--- src/rtl/wb_arbiter_pkg.sv ---
// Shared definitions for the two-master Wishbone arbiter: bus widths,
// FSM state encodings, default timeout and the master request bundle.
package wb_arbiter_pkg;

  localparam int unsigned AW = 32;
  localparam int unsigned DW = 32;
  localparam int unsigned SW = 4;

  // Cycles of unacked strobe before the master gets an error.
  localparam int unsigned TIMEOUT_DEFAULT = 255;
  localparam int unsigned TO_CW           = 8;

  typedef enum logic [1:0] {
    ArbIdle = 2'd0,
    ArbGnt0 = 2'd1,
    ArbGnt1 = 2'd2
  } arb_state_e;

  // Everything a master drives towards the slave.
  typedef struct packed {
    logic [AW-1:0] addr;
    logic [DW-1:0] data;
    logic          we;
    logic [SW-1:0] sel;
    logic          stb;
    logic          cyc;
  } wb_req_t;

endpackage

--- src/rtl/wb_arb_timeout.sv ---
// Bus-timeout watchdog. Counts consecutive strobe cycles without ack and
// flags expire in the TIMEOUT-th such cycle; the arbiter uses expire both
// as the master's err pulse and to kill the slave strobe.
module wb_arb_timeout
  import wb_arbiter_pkg::*;
#(
  parameter int unsigned TIMEOUT = TIMEOUT_DEFAULT  // legal 1..255
) (
  input  logic clk,
  input  logic rst,     // async, active low
  input  logic clr,     // arbiter idle
  input  logic stb,     // granted master's raw strobe
  input  logic ack,     // slave ack
  output logic expire
);

  // cnt holds the number of completed unacked strobe cycles, so the
  // current cycle is number cnt+1; it expires when that reaches TIMEOUT.
  localparam logic [TO_CW-1:0] LAST = 8'(TIMEOUT - 1);

  logic [TO_CW-1:0] cnt;

  // An ack in the expiry cycle wins, so no err and no strobe kill then.
  assign expire = stb & ~ack & ~clr & (cnt == LAST);

  // Count unacked strobe cycles; restart after every ack, gap or expiry.
  always_ff @(posedge clk or negedge rst) begin
    if (!rst)                               cnt <= '0;
    else if (clr | ack | ~stb | expire)     cnt <= '0;
    else                                    cnt <= cnt + 1'b1;
  end

endmodule

--- src/rtl/wb_arbiter.sv ---
// Two-master / one-slave Wishbone arbiter (m0 = data bus, m1 = instruction
// bus). Grant is held for the whole cyc burst, one idle cycle separates
// owners, and a watchdog returns err to a master whose slave never acks.
// Optional feature macro: WB_ARB_ROUND_ROBIN_EN (alternate on contention
// instead of fixed m0 > m1 priority).
module wb_arbiter
  import wb_arbiter_pkg::*;
#(
  parameter int unsigned TIMEOUT = TIMEOUT_DEFAULT
) (
  input  logic          clk,
  input  logic          rst,        // async, active low
  // master 0 (data)
  input  logic [AW-1:0] m0_addr_i,
  input  logic [DW-1:0] m0_data_i,
  input  logic          m0_we_i,
  input  logic [SW-1:0] m0_sel_i,
  input  logic          m0_stb_i,
  input  logic          m0_cyc_i,
  output logic [DW-1:0] m0_data_o,
  output logic          m0_ack_o,
  output logic          m0_err_o,
  // master 1 (instruction)
  input  logic [AW-1:0] m1_addr_i,
  input  logic [DW-1:0] m1_data_i,
  input  logic          m1_we_i,
  input  logic [SW-1:0] m1_sel_i,
  input  logic          m1_stb_i,
  input  logic          m1_cyc_i,
  output logic [DW-1:0] m1_data_o,
  output logic          m1_ack_o,
  output logic          m1_err_o,
  // slave
  output logic [AW-1:0] s_addr_o,
  output logic [DW-1:0] s_data_o,
  output logic          s_we_o,
  output logic [SW-1:0] s_sel_o,
  output logic          s_stb_o,
  output logic          s_cyc_o,
  input  logic [DW-1:0] s_data_i,
  input  logic          s_ack_i
);

  arb_state_e state, state_nxt, both_pick;
  wb_req_t    req0, req1, req_g;
  logic       gnt, expire;

  assign req0  = {m0_addr_i, m0_data_i, m0_we_i, m0_sel_i, m0_stb_i, m0_cyc_i};
  assign req1  = {m1_addr_i, m1_data_i, m1_we_i, m1_sel_i, m1_stb_i, m1_cyc_i};
  assign gnt   = (state != ArbIdle);
  assign req_g = (state == ArbGnt1) ? req1 : req0;

`ifdef WB_ARB_ROUND_ROBIN_EN
  // 0 = m0 was granted last, 1 = m1; contention goes to the other one.
  logic last_gnt;

  // Remember the owner of each new grant.
  always_ff @(posedge clk or negedge rst) begin
    if (!rst)                                         last_gnt <= 1'b0;
    else if (state == ArbIdle && state_nxt != ArbIdle) last_gnt <= (state_nxt == ArbGnt1);
  end

  assign both_pick = last_gnt ? ArbGnt0 : ArbGnt1;
`else
  assign both_pick = ArbGnt0;
`endif

  // State register; reset drops the grant (and so s_cyc/s_stb) at once.
  always_ff @(posedge clk or negedge rst) begin
    if (!rst) state <= ArbIdle;
    else      state <= state_nxt;
  end

  // Arbitrate only from IDLE; a grant lasts until its owner drops cyc.
  always_comb begin
    state_nxt = state;
    unique case (state)
      ArbIdle: begin
        if (m0_cyc_i && m1_cyc_i) state_nxt = both_pick;
        else if (m0_cyc_i)        state_nxt = ArbGnt0;
        else if (m1_cyc_i)        state_nxt = ArbGnt1;
      end
      ArbGnt0: if (!m0_cyc_i) state_nxt = ArbIdle;
      ArbGnt1: if (!m1_cyc_i) state_nxt = ArbIdle;
      default: state_nxt = ArbIdle;
    endcase
  end

  // Mirror the owner onto the slave and route ack/data/err back to it only.
  always_comb begin
    s_addr_o  = '0;
    s_data_o  = '0;
    s_we_o    = 1'b0;
    s_sel_o   = '0;
    s_stb_o   = 1'b0;
    s_cyc_o   = 1'b0;
    m0_data_o = '0;
    m0_ack_o  = 1'b0;
    m0_err_o  = 1'b0;
    m1_data_o = '0;
    m1_ack_o  = 1'b0;
    m1_err_o  = 1'b0;
    if (gnt) begin
      s_addr_o = req_g.addr;
      s_data_o = req_g.data;
      s_we_o   = req_g.we;
      s_sel_o  = req_g.sel;
      s_stb_o  = req_g.stb & ~expire;
      s_cyc_o  = req_g.cyc;
    end
    if (state == ArbGnt0) begin
      m0_data_o = s_data_i;
      m0_ack_o  = s_ack_i;
      m0_err_o  = expire;
    end
    if (state == ArbGnt1) begin
      m1_data_o = s_data_i;
      m1_ack_o  = s_ack_i;
      m1_err_o  = expire;
    end
  end

  wb_arb_timeout #(.TIMEOUT(TIMEOUT)) u_timeout (
    .clk    (clk),
    .rst    (rst),
    .clr    (~gnt),
    .stb    (gnt & req_g.stb),
    .ack    (s_ack_i),
    .expire (expire)
  );

endmodule

--- config.mk ---
export PLATFORM = sky130hd
export DESIGN_NAME = wb_arbiter
export DESIGN_NICKNAME = d
export VERILOG_FILES = /design/src/rtl/wb_arbiter_pkg.sv /design/src/rtl/wb_arb_timeout.sv /design/src/rtl/wb_arbiter.sv
export SDC_FILE = /design/constraint.sdc
export NUM_CORES = 1
export LEC_CHECK = 0
export CORE_AREA = 2 2 122 124
export CTS_CLUSTER_SIZE = 24
export DETAILED_ROUTE_END_ITERATION = 7
export DIE_AREA = 0 0 124 126
export PLACE_DENSITY = 0.57
export SLEW_MARGIN = 20
export SYNTH_ARGS = -nofsm -noshare
export SYNTH_HDL_FRONTEND = slang
export SYNTH_SLANG_ARGS = --single-unit
--- constraint.sdc ---
create_clock -name clk -period 1.3 [get_ports clk]
set_input_delay 0.195 -clock clk [delete_from_list [all_inputs] [get_ports clk]]
set_output_delay 0.195 -clock clk [all_outputs]
set_load 0.03 [all_outputs]
==> key figures <==
Run status
  – Outcome: finished, violations left
  – Failing checks: setup timing

Timing
  – Hold Violations, Final: 0
  – Achievable Freq: between 0.5 and 0.6 GHz
  – Setup_tns: -53.24 ns
  – Final Cycle Share: 137%
  – Setup violators final: roughly 150
  – RSZ-0062 raised after global routing: true
  – WHS: approximately 0.29 ns
  – Final WS setup: -0.487 ns
  – Fin crit period: roughly 1.8 ns
  – Slew headroom: between 60% and 70%
  – Setup Skew: 0.000679 ns
  – Final Max Slew Viols: 0
  – Tightest Pin Transition: roughly 0.48 ns

GRT
  – Met2 global-route usage: 28.0%
  – GR Util met3: ~4.4%
  – Gr busiest metal: met2
  – Remaining global-route overflow: 0
  – Vias in the first global route: slightly above 3000
  – Largest net degree at the start of global routing: 35
  – GRT Util Overall: approximately 14%
  – Met1 GRT Util: between 10% and 20%
  – First-pass GRT wire length: ~17000 µm
  – Initial antenna violation count: 0

Route
  – DRT iter0 DRCs: 46
  – Routed via count: between 3000 and 4000
  – DRC Markers: 0
  – WL per Instance: roughly 17 µm
  – TritonRoute pass-1 iters: 4
  – Antenna viol nets, final: 0
  – DR vias/cell: between 4 and 5
  – Final wirelength: between 10000 and 15000 µm

Cells and area
  – Filler cell count in the final layout: 1317
  – Number of diodes: 0
  – Area Overhead vs Synth: 304%
  – Layout cell share with drive strength beyond 1: approximately three fifths
  – Most common cell after layout, fill and taps aside: clkdlybuf4s50_1
  – Final nets: roughly 730
  – Most frequent cells in the layout: 176 x clkdlybuf4s50_1, 115 x buf_6, 68 x a22o_4, 41 x and2_4, 33 x buf_12

Synth
  – Async S/R FF share, synth: 100%
  – Synth Instances: 210
  – Synth cell types: 31
  – Top FF cell, synth: dfrtp_1
  – Syn nets: 389
  – Yosys warnings: 0
  – Post-synth EDFFs: 0
  – FF+latch count, synth: 10
  – Sequential area share after synthesis: approximately 15%
  – Cell area after synthesis: around 1700 µm²
  – Average size of a mapped cell: ~8 µm²

Critical path
  – Setup crit end kind: output port
  – CP max FO: 5
  – Arr. time, crit path: approximately 1.6 ns
  – Req. time, crit path: about 1.1 ns
  – Critical path class: reg -> out
  – Crit start category: flop

Floorplanning
  – Die height: 126 µm
  – Core ar.: roughly 14000 µm²
  – Initial core utilization: between 10% and 20%
  – Die area: ~16000 µm²
  – Boundary Pins: 316
  – Row cnt: 44
  – Die width: approximately 120 µm

Power
  – Max VDD drop: between 0.0004 and 0.0005 V
  – Leak Pwr: about 0.003 µW
  – Pwr dens: ~550 nW/µm²

Clocking
  – Clock Sinks: 10
  – Clk slew on worst S/H paths: around 0.04 ns
  – TritonCTS clock tree: yes
  – Root buf cell: clkbuf_16
  – Worst skew pair latency: about 0.23 ns
  – CTS max path bufs: 2
  – H-Tree Depth: 1
  – CTS Buf Count: 3
  – Cts-stage hold buffer count: 0

Min path
  – Hold Path Class: in -> async

Flow run
  – Maxcap violations: 0

Place
  – Port bufs: between 300 and 400
  – Placer Congestion: ~0.84
  – Post-DP HPWL: 10800 µm
  – Worst slack at placement: -0.336 ns
==> per-stage QoR <==
step / util, % / total power [µW] / std cells / area, µm²
2_1_floorplan: - / 1560 / 210 / 2440
3_3_place_gp: 41.9 / 2910 / 723 / 6000
3_5_place_dp: 41.9 / 2910 / 723 / 6000
4_1_cts: 44.3 / 3630 / 731 / 6340
5_1_grt: 47.3 / 3910 / 735 / 6770
6_report: 47.3 / 3750 / 735 / 6770
==> path summary, 6_finish.rpt <==
kind                                   from                to  depth (start not counted)  slack [ns]
setup / recovery                   state[0]          m1_err_o                          4       -0.49
hold / removal                          rst  u_timeout.cnt[4]                          1        0.29
setup reg to reg                   state[0]  u_timeout.cnt[5]                          5       -0.12
hold reg to reg            u_timeout.cnt[0]  u_timeout.cnt[0]                          2        0.57
max in group asynchronous               rst          state[0]                          1        0.65
min in group clk           u_timeout.cnt[0]  u_timeout.cnt[0]                          2        0.57
==> state kept, by name, indices dropped and copies added, names as in the netlist <==
register,flops
u_timeout.cnt,8
state,2
==> what timing repair did <==
action | 4_1_cts | 5_1_grt
cloned | 1 | 2
buffers inserted | 4 | 2
resized for setup | 52 | 98
setup endpoints to repair | 146 | 147
pin swaps | 2 | 16
==> worst max-delay path: stages, from the launching register on <==
cell and delay, ns:
dfrtp_4 0.51, nand3b_1 0.19, a21o_1 0.21, and4bb_4 0.32, buf_12 0.12
==> cell type report <==
cell class	count	area, µm²	share of cell area (%)
Clock buffer	4	88.8	1.31
Inverter	2	7.51	0.111
Multi-Input combinational cell	174	2080	30.7
Sequential cell	10	255	3.77
Tap cell	184	230	3.40
Timing Repair Buffer	361	4110	60.7
==> synth_stat cells (2+ instances only) <==
cell | n | area share, %
nand2_1 | 2 | 0.45
and2_1 | 66 | 25
dfrtp_1 | 10 | 15
buf_2 | 3 | 0.90
o21ai_0 | 2 | 0.60
nand3_1 | 3 | 0.90
ha_1 | 2 | 1.5
inv_1 | 2 | 0.45
a22o_1 | 70 | 37
buf_4 | 6 | 2.7
xor2_1 | 2 | 1.0
a21oi_1 | 3 | 0.90
nor3_1 | 6 | 1.8
clkbuf_1 | 14 | 3.1
nand3b_1 | 2 | 0.90
nor2b_1 | 2 | 0.75
==> cell families (layout without fill, tap and decap cells) <==
kind of cell	Yosys count	after routing	share of synthesized area, %
and+or+nand+nor	90	90	34.3
AOI/OAI and AO/OA	79	79	39.9
buffers and inverters	26	367	7.84
DFF	10	10	14.9
xor gates and xnor gates	3	3	1.57
adders and majority gates	2	2	1.49
==> layer usage <==
metal	vias up	wire (µm)
met1	1444	4230
met5	-	0
met2	202	7040
met4	0	83
met3	6	1440
li1	1486	-
==> power by group <==
part	total, µW	leakage [µW]	switching [µW]	internal, µW
Sequential	330	0.000134	8.90	321
Combinational	2830	0.00284	1200	1630
Clock	599	0.0000442	137	462
Power figures use the tool's default switching activity.
